==> config.mk <==
export PLATFORM = sky130hd
export DESIGN_NAME = camera64x64_reader
export DESIGN_NICKNAME = d
export VERILOG_FILES = /design/src/rtl/camera64x64_reader.sv
export SDC_FILE = /design/constraint.sdc
export NUM_CORES = 1
export LEC_CHECK = 0
export CAP_MARGIN = 20
export CORE_MARGIN = 2
export CORE_UTILIZATION = 40
export CTS_BUF_LIST = sky130_fd_sc_hd__clkbuf_4
export CTS_CLUSTER_SIZE = 40
export DETAILED_ROUTE_END_ITERATION = 8
export GPL_ROUTABILITY_DRIVEN = 0
export PLACE_DENSITY = 0.63
export SETUP_SLACK_MARGIN = 0.1
export SLEW_MARGIN = 20
export SYNTH_ARGS = -nofsm -noshare
export SYNTH_HDL_FRONTEND = slang
export SYNTH_SLANG_ARGS = --single-unit
==> constraint.sdc <==
create_clock -name CLK -period 2 [get_ports CLK]
set_input_delay 0.6 -clock CLK [delete_from_list [all_inputs] [get_ports CLK]]
set_output_delay 0.6 -clock CLK [all_outputs]
set_load 0.05 [all_outputs]
==> src/rtl/camera64x64_reader.sv <==
// camera64x64_reader: host-side serial reader for the 64x64 camera.
// Bursts SCLK per pixel and streams raster-ordered pixels with X/Y.
module camera64x64_reader #(
  parameter int SCLK_HALF  = 3,
  parameter int PIX_BITS   = 8,
  parameter int GAP_CYCLES = 8
) (
  input  logic                CLK,
  input  logic                RST,
  input  logic                START,
  input  logic                SDATA,
  output logic                SCLK,
  output logic [PIX_BITS-1:0] PIX_DATA,
  output logic [5:0]          PIX_X,
  output logic [5:0]          PIX_Y,
  output logic                PIX_VALID,
  input  logic                PIX_READY,
  output logic                BUSY,
  output logic                FRAME_DONE
);

  localparam int DMAX =
    (SCLK_HALF > GAP_CYCLES) ? SCLK_HALF : GAP_CYCLES;
  localparam int DW = $clog2(DMAX + 1);
  localparam int BW = $clog2(PIX_BITS + 1);
  localparam logic [DW-1:0] HALF_END = DW'(SCLK_HALF - 1);
  localparam logic [DW-1:0] GAP_END  = DW'(GAP_CYCLES - 1);
  localparam logic [BW-1:0] BIT_END  = BW'(PIX_BITS - 1);

  typedef enum logic [2:0] {
    S_IDLE,
    S_LOW,
    S_HIGH,
    S_HOLD,
    S_GAP,
    S_DONE
  } state_t;

  state_t              r_state, w_state;
  logic [DW-1:0]       r_div, w_div;
  logic [BW-1:0]       r_bit, w_bit;
  logic [11:0]         r_cnt, w_cnt;
  logic [PIX_BITS-1:0] r_shift, w_shift;
  logic [PIX_BITS-1:0] r_data, w_data;
  logic                r_sclk, w_sclk;
  logic                r_valid, w_valid;
  logic                r_busy, w_busy;
  logic                r_done, w_done;
  logic                w_div_end;

  assign w_div_end = (r_state == S_GAP) ? (r_div == GAP_END)
                                        : (r_div == HALF_END);

  always_comb begin
    w_state = r_state;
    w_div   = r_div;
    w_bit   = r_bit;
    w_cnt   = r_cnt;
    w_shift = r_shift;
    w_data  = r_data;
    w_sclk  = r_sclk;
    w_valid = r_valid;
    w_busy  = r_busy;
    w_done  = 1'b0;
    unique case (r_state)
      S_IDLE: begin
        if (START) begin
          w_state = S_LOW;
          w_cnt   = '0;
          w_bit   = '0;
          w_div   = '0;
          w_busy  = 1'b1;
        end
      end
      S_LOW: begin
        if (w_div_end) begin
          // Bit is sampled on the edge that raises SCLK.
          w_div   = '0;
          w_sclk  = 1'b1;
          w_shift = {r_shift[PIX_BITS-2:0], SDATA};
          w_state = S_HIGH;
        end else begin
          w_div = r_div + 1'b1;
        end
      end
      S_HIGH: begin
        if (w_div_end) begin
          w_div  = '0;
          w_sclk = 1'b0;
          if (r_bit == BIT_END) begin
            w_data  = r_shift;
            w_valid = 1'b1;
            w_state = S_HOLD;
          end else begin
            w_bit   = r_bit + 1'b1;
            w_state = S_LOW;
          end
        end else begin
          w_div = r_div + 1'b1;
        end
      end
      S_HOLD: begin
        if (PIX_READY) begin
          w_valid = 1'b0;
          if (r_cnt == 12'hFFF) begin
            w_state = S_DONE;
            w_done  = 1'b1;
            w_busy  = 1'b0;
          end else begin
            w_cnt   = r_cnt + 12'd1;
            w_state = S_GAP;
          end
        end
      end
      S_GAP: begin
        if (w_div_end) begin
          w_div   = '0;
          w_bit   = '0;
          w_state = S_LOW;
        end else begin
          w_div = r_div + 1'b1;
        end
      end
      S_DONE: begin
        w_state = S_IDLE;
      end
      default: begin
        w_state = S_IDLE;
      end
    endcase
  end

  always_ff @(posedge CLK) begin
    if (RST) begin
      r_state <= S_IDLE;
      r_div   <= '0;
      r_bit   <= '0;
      r_cnt   <= '0;
      r_shift <= '0;
      r_data  <= '0;
      r_sclk  <= 1'b0;
      r_valid <= 1'b0;
      r_busy  <= 1'b0;
      r_done  <= 1'b0;
    end else begin
      r_state <= w_state;
      r_div   <= w_div;
      r_bit   <= w_bit;
      r_cnt   <= w_cnt;
      r_shift <= w_shift;
      r_data  <= w_data;
      r_sclk  <= w_sclk;
      r_valid <= w_valid;
      r_busy  <= w_busy;
      r_done  <= w_done;
    end
  end

  assign SCLK       = r_sclk;
  assign PIX_DATA   = r_data;
  assign PIX_X      = r_cnt[5:0];
  assign PIX_Y      = r_cnt[11:6];
  assign PIX_VALID  = r_valid;
  assign BUSY       = r_busy;
  assign FRAME_DONE = r_done;

endmodule
### After elaboration in Yosys (flattened, before gate mapping)

Index checks and enable logic that the tools add are counted.

* bits in registers: 43
* bits in latches: 0
* RAM bits: 0
* memory bits (read-only): 0
* input port bits: 5
* output and inout bits: 24
* word-level logic and storage cells: 81
* memories: 0

* add/subtract/negate cells: 3
* multiply operators: 0
* divide/modulo/power cells: 0
* magnitude comparators: 0
* equality and inequality tests: 17
* shift operators: 0
* multiplexer cells: 32
* bitwise logic cells: 2
* reduce and logical (&&, ||, !) cells: 17

Operators with widths (count)
* $mux W12: 3
* $pmux W12 S2: 1
* $mux W4: 5
* $ne A2 B2 Y1 const B: 9
* $mux W3: 5
* $pmux W3 S5: 1
* $add A12 B1 Y12 const B: 1
* $eq A12 B12 Y1 const B: 1
* $pmux W4 S3: 1
* $reduce_and A4 Y1: 3
* $mux W1: 11
* $reduce_and A5 Y1: 2
* $add A4 B1 Y4 const B: 2
* $eq A4 B3 Y1 const B: 2
* $pmux W4 S2: 1
* $reduce_bool A2 Y1: 4
* $eq A3 B2 Y1 const B: 2
* $pmux W1 S2: 3
* $reduce_and A3 Y1: 2
* $reduce_or A3 Y1: 2
* $eq A4 B2 Y1 const B: 1
* $reduce_and A2 Y1: 2
* $eq A3 B1 Y1 const B: 1
* $eq A3 B3 Y1 const B: 1
* 4 further kinds: 5

### Logic depth before layout (Yosys ltp)

Gate-level depths: netlist of run 1.

* word-level depth: 4
* mapped depth: 7
* gate-level depth less buffers: 5

### Least setup slack after synthesis of run 1

Ideal clock, no wire load.

* path kind: reg-to-reg
* start point: register r_cnt[0]
* end point: register r_cnt[2]
* setup time: 0.115 ns
* arrival time: 2.138 ns
* required time: 1.885 ns
* path slack: -0.252 ns
* stages on the path, launching flop included: 8
* buffers on the path: 2
* period minus slack after synthesis: 2.252 ns
* cells stage by stage: dfxtp_1 > ha_1 > nand4_1 > nor4_1 > clkbuf_1 > buf_2 > nor3_1 > o21a_1

* word-level cells in the longest chain between the ends: 4
* elaborated cells on any way between the ends: 7
* classes of those cells: add/sub: 1; eq/ne: 2; mux: 3; reduce/logical: 1

RTL lines
* start: declaration: line 42 `logic [11:0] r_cnt, w_cnt;`
* start signal: assignment: line 149 `r_cnt <= w_cnt;`
* $add A12 B1 Y12: line 110 `w_cnt = r_cnt + 12'd1;`
* $mux W12: line 105 `if (r_cnt == 12'hFFF) begin`
* $mux W12: line 103 `if (PIX_READY) begin`
* $pmux W12 S2: line 65 `unique case (r_state)`

Several ways; a longest one is shown, not always the timed one. The select of a mux whose other input is x is not followed.
A chain may end at the register's enable or synchronous reset.

### Final worst setup path of run 1

* start point: input port START
* end point: register r_cnt[7]

* word-level cells in the longest chain between the ends: 2

RTL lines
* start: declaration: line 10 `input logic START,`
* $ne A2 B2 Y1 (no source line)
* $reduce_and A4 Y1 (no source line)

No other way between the ends.

==> results_dict.tcl, run 1 <==
set metrics [dict create \
    post-route-min-period_ps 1890 \
    area_growth_pct 28.7 \
    ant_nets 0 \
    port_buffers 28 \
    yosysSeqAreaShare_pct 41.1 \
    io_pins 29 \
    slew_violations 0 \
    ir_worst_vdd_uv 529 \
    firstDrtPassIters 4 \
    cp_top_family "simple AND/OR/NAND/NOR gates" \
    syn_inst 235 \
    crit_required_ps 2310 \
    power_mw 2.14 \
    drcViolationCount 0 \
    pwr_density_cell_nw_per_um2 795 \
    setup_viol 0 \
    vias 1897 \
    syn-cell-area_um2 2090 \
    wl_met1_mm 2.39 \
    core-area_um2 5070 \
    arrival_ps 2200 \
    tightest_slew_ps 587 \
    period_share_pct 94.6 \
    cap_violations 0 \
    hold_class "reg -> reg" \
    start_kind "primary input" \
    fin_cells 354 \
    dr.max_layer_used "met4" \
    numCtsBuffers 5 \
    cts-root-buf "clkbuf_4" \
    layout.nets 291 \
    p_leak_nw 1.06 \
    max_stage_delay_ps 480 \
    ctsHoldBuffers 0 \
    status "completed" \
    drive_gt1_share_pct 28.5 \
    cp_slowest_cell "or4_4" \
    clkTransAtPathRegs_ps 140 \
    synth.avg_cell_area_um2 8.91 \
    dr_wl_met3_um 135 \
    cp.buffers_inverters 1 \
    synth_fp_nets 243 \
    fin_skew_ps 8.10 \
    drt_first_iter_violations 120 \
    synth_cell_type_count 44 \
    grt_antenna_before_repair 0 \
    htree_levels 2 \
    gr-usage-all-layers_pct 16.4 \
    place_inst 342 \
    clockBufferDepth 2 \
    dp_hpwl_mm 3.24 \
    clk_latency_ps 360 \
    route.met2.wl_mm 2.04 \
    die-area_um2 5830 \
    whs_ps 486 \
    drt-total-wl_mm 4.63 \
    synthArstFlopShare_pct 0 \
    cts_tree "built" \
    clkSinkCount 43 \
    grt_pass1_vias 1707 \
    ys.flop_type "dfxtp_1" \
    cp_max_fo 5 \
    cp_cell_sequence "clkdlybuf4s15_1 -> or4b_4 -> a211o_4 -> or4_4 -> a21oi_2" \
    start_util_pct 41.2 \
    path_class "in -> reg" \
    vias_per_cell 5.36 \
    ys_ff_latch 43 \
    slew_headroom_pct 60.7 \
    grt_max_degree 19 \
    wire_per_inst_um 13.1 \
    rsz0062_at_grt "true" \
    die_x_um 76.3 \
    grt_pass1_wl_mm 7.95 \
    grt_remaining_overflow 0 \
    cp-end-kind "flop" \
    antenna-diode-count 0 \
    max_freq_mhz 528 \
    rows 26 \
    yosys_warnings 0 \
    chipHeight_um 76.3 \
    synth_edf_count 0 \
    final_hold_viol_count 0 \
    tns_ps 0 \
]
==> registers in the layout (all words and copies together) (netlist names) <==
| signal | count |
|---|---|
| r_bit | 4 |
| SCLK | 1 |
| FRAME_DONE | 1 |
| r_state | 3 |
| BUSY | 1 |
| r_cnt | 12 |
| r_shift | 8 |
| r_div | 4 |
| PIX_DATA | 8 |
| PIX_VALID | 1 |
==> tightest hold or removal path, delay by kind of cell (launching register included) <==
family	cells	cell delay, ps
flops	1	340
mux	1	60
simple gates	1	50
==> Yosys cell counts, types with 2 or more instances <==
cell type	n	area share (%)
a21oi_1	17	4.1
o31ai_1	8	2.9
dfxtp_1	43	41
clkbuf_1	7	1.3
o21a_1	2	0.72
xnor2_1	3	1.3
nand3_1	7	1.7
nor3b_1	3	1.1
nor2_1	23	4.1
and4b_1	3	1.4
nor3_1	11	2.6
or4_1	9	3.2
or3_1	2	0.60
o2111ai_1	2	0.84
a211o_1	2	0.84
ha_1	3	1.8
inv_1	5	0.90
nor4_1	3	0.90
mux2i_1	20	9.6
buf_2	6	1.4
nor4b_1	2	0.84
nand4_1	3	0.90
nand2_1	17	3.0
a21o_1	2	0.72
nand2b_1	3	0.90
nand4b_1	2	0.84
or4b_1	3	1.4
o21ai_0	8	1.9
==> cells by family after synthesis <==
| kind of cell | count (synthesis) | synth area share, % |
|---|---|---|
| compound gates | 48 | 14.6 |
| xor+xnor | 3 | 1.26 |
| fa+ha+maj | 4 | 2.27 |
| buf+inv | 20 | 4.30 |
| flops | 43 | 41.1 |
| mux | 20 | 9.56 |
| simple gates | 97 | 26.8 |
==> cell usage in the layout (no fill, tap or decap), drive strengths merged, types with 3 or more instances in the layout <==
master | synthesis | routed
xnor2 | 3 | 3
o31ai | 8 | 8
and4b | 3 | 3
nor3 | 11 | 11
nor2 | 23 | 23
nor3b | 3 | 3
mux2i | 20 | 20
or4 | 9 | 9
inv | 5 | 6
dfxtp | 43 | 43
ha | 3 | 3
buf | 8 | 52
nand4 | 3 | 3
nor4b | 3 | 3
nand2b | 3 | 3
nor4 | 4 | 4
or4b | 3 | 3
nand2 | 17 | 17
clkbuf | 7 | 5
o21ai | 8 | 8
nand3 | 7 | 7
a21oi | 17 | 17
==> area by class of cell <==
type	instances	area (µm²)
Fill cell	519	2380
Clock buffer	5	37.5
Multi-Input combinational cell	172	1190
Inverter	5	18.8
Tap cell	70	87.6
Sequential cell	43	882
Timing Repair Buffer	56	453
Clock inverter	3	23.8
==> routing by layer <==
| metal | vias to the layer above | track usage, % |
|---|---|---|
| li1 | 967 | - |
| met1 | 893 | 22.6 |
| met2 | 30 | 25.7 |
| met3 | 7 | 3.44 |
| met4 | 0 | 5.64 |
| met5 | - | 0 |
==> report_power, final <==
group | switching (mW) | internal [mW]
sequential | 0.0410 | 0.915
clock | 0.307 | 0.141
combinational | 0.426 | 0.313
total | 0.773 | 1.37
==> per-stage QoR <==
| step | worst slack (ps) | area, µm² | util (%) |
|---|---|---|---|
| floorplan | 34.0 | 2120 | - |
| global placement | -498 | 2560 | 50.4 |
| detailed placement | -527 | 2560 | 50.4 |
| CTS | 97.4 | 2650 | 52.2 |
| global route | 10.8 | 2690 | 53.1 |
| finish | 107 | 2690 | 53.1 |
==> repair_timing <==
| action | CTS | global route |
|---|---|---|
| buffers inserted | 2 | 1 |
| pin swaps | 5 | 5 |
| gates cloned | 0 | 1 |
| setup endpoints to repair | 18 | 18 |
| resized for setup | 8 | 9 |
| endpoints found under the hold margin | 0 | 0 |
==> final timing paths <==
| kind | start | to | slack, ps | cells after the start |
|---|---|---|---|---|
| max reg2reg | r_div[2] | PIX_DATA[5] | 120 | 6 |
| min | r_bit[3] | r_bit[3] | 490 | 2 |
| max | START | r_cnt[7] | 110 | 5 |
| min reg2reg | r_bit[3] | r_bit[3] | 490 | 2 |
(Power assumes the default switching activity.)
==> run 2, diff against run 1 <==
--- a/config.mk
+++ b/config.mk
@@ -5,7 +5,7 @@
 export SDC_FILE = /design/constraint.sdc
 export NUM_CORES = 1
 export LEC_CHECK = 0
-export CAP_MARGIN = 20
+export CAP_MARGIN = 0
 export CORE_MARGIN = 2
 export CORE_UTILIZATION = 40
 export CTS_BUF_LIST = sky130_fd_sc_hd__clkbuf_4
==> results of run 2 <==
Final layout, timing and power as in run 1 (identical DEF).
==> run 3, diff against run 2 <==
--- a/config.mk
+++ b/config.mk
@@ -9,6 +9,7 @@
 export CORE_MARGIN = 2
 export CORE_UTILIZATION = 40
 export CTS_BUF_LIST = sky130_fd_sc_hd__clkbuf_4
+export CTS_CLUSTER_DIAMETER = 150
 export CTS_CLUSTER_SIZE = 40
 export DETAILED_ROUTE_END_ITERATION = 8
 export GPL_ROUTABILITY_DRIVEN = 0
==> results of run 3 <==
Final layout, timing and power as in run 1 (identical DEF).
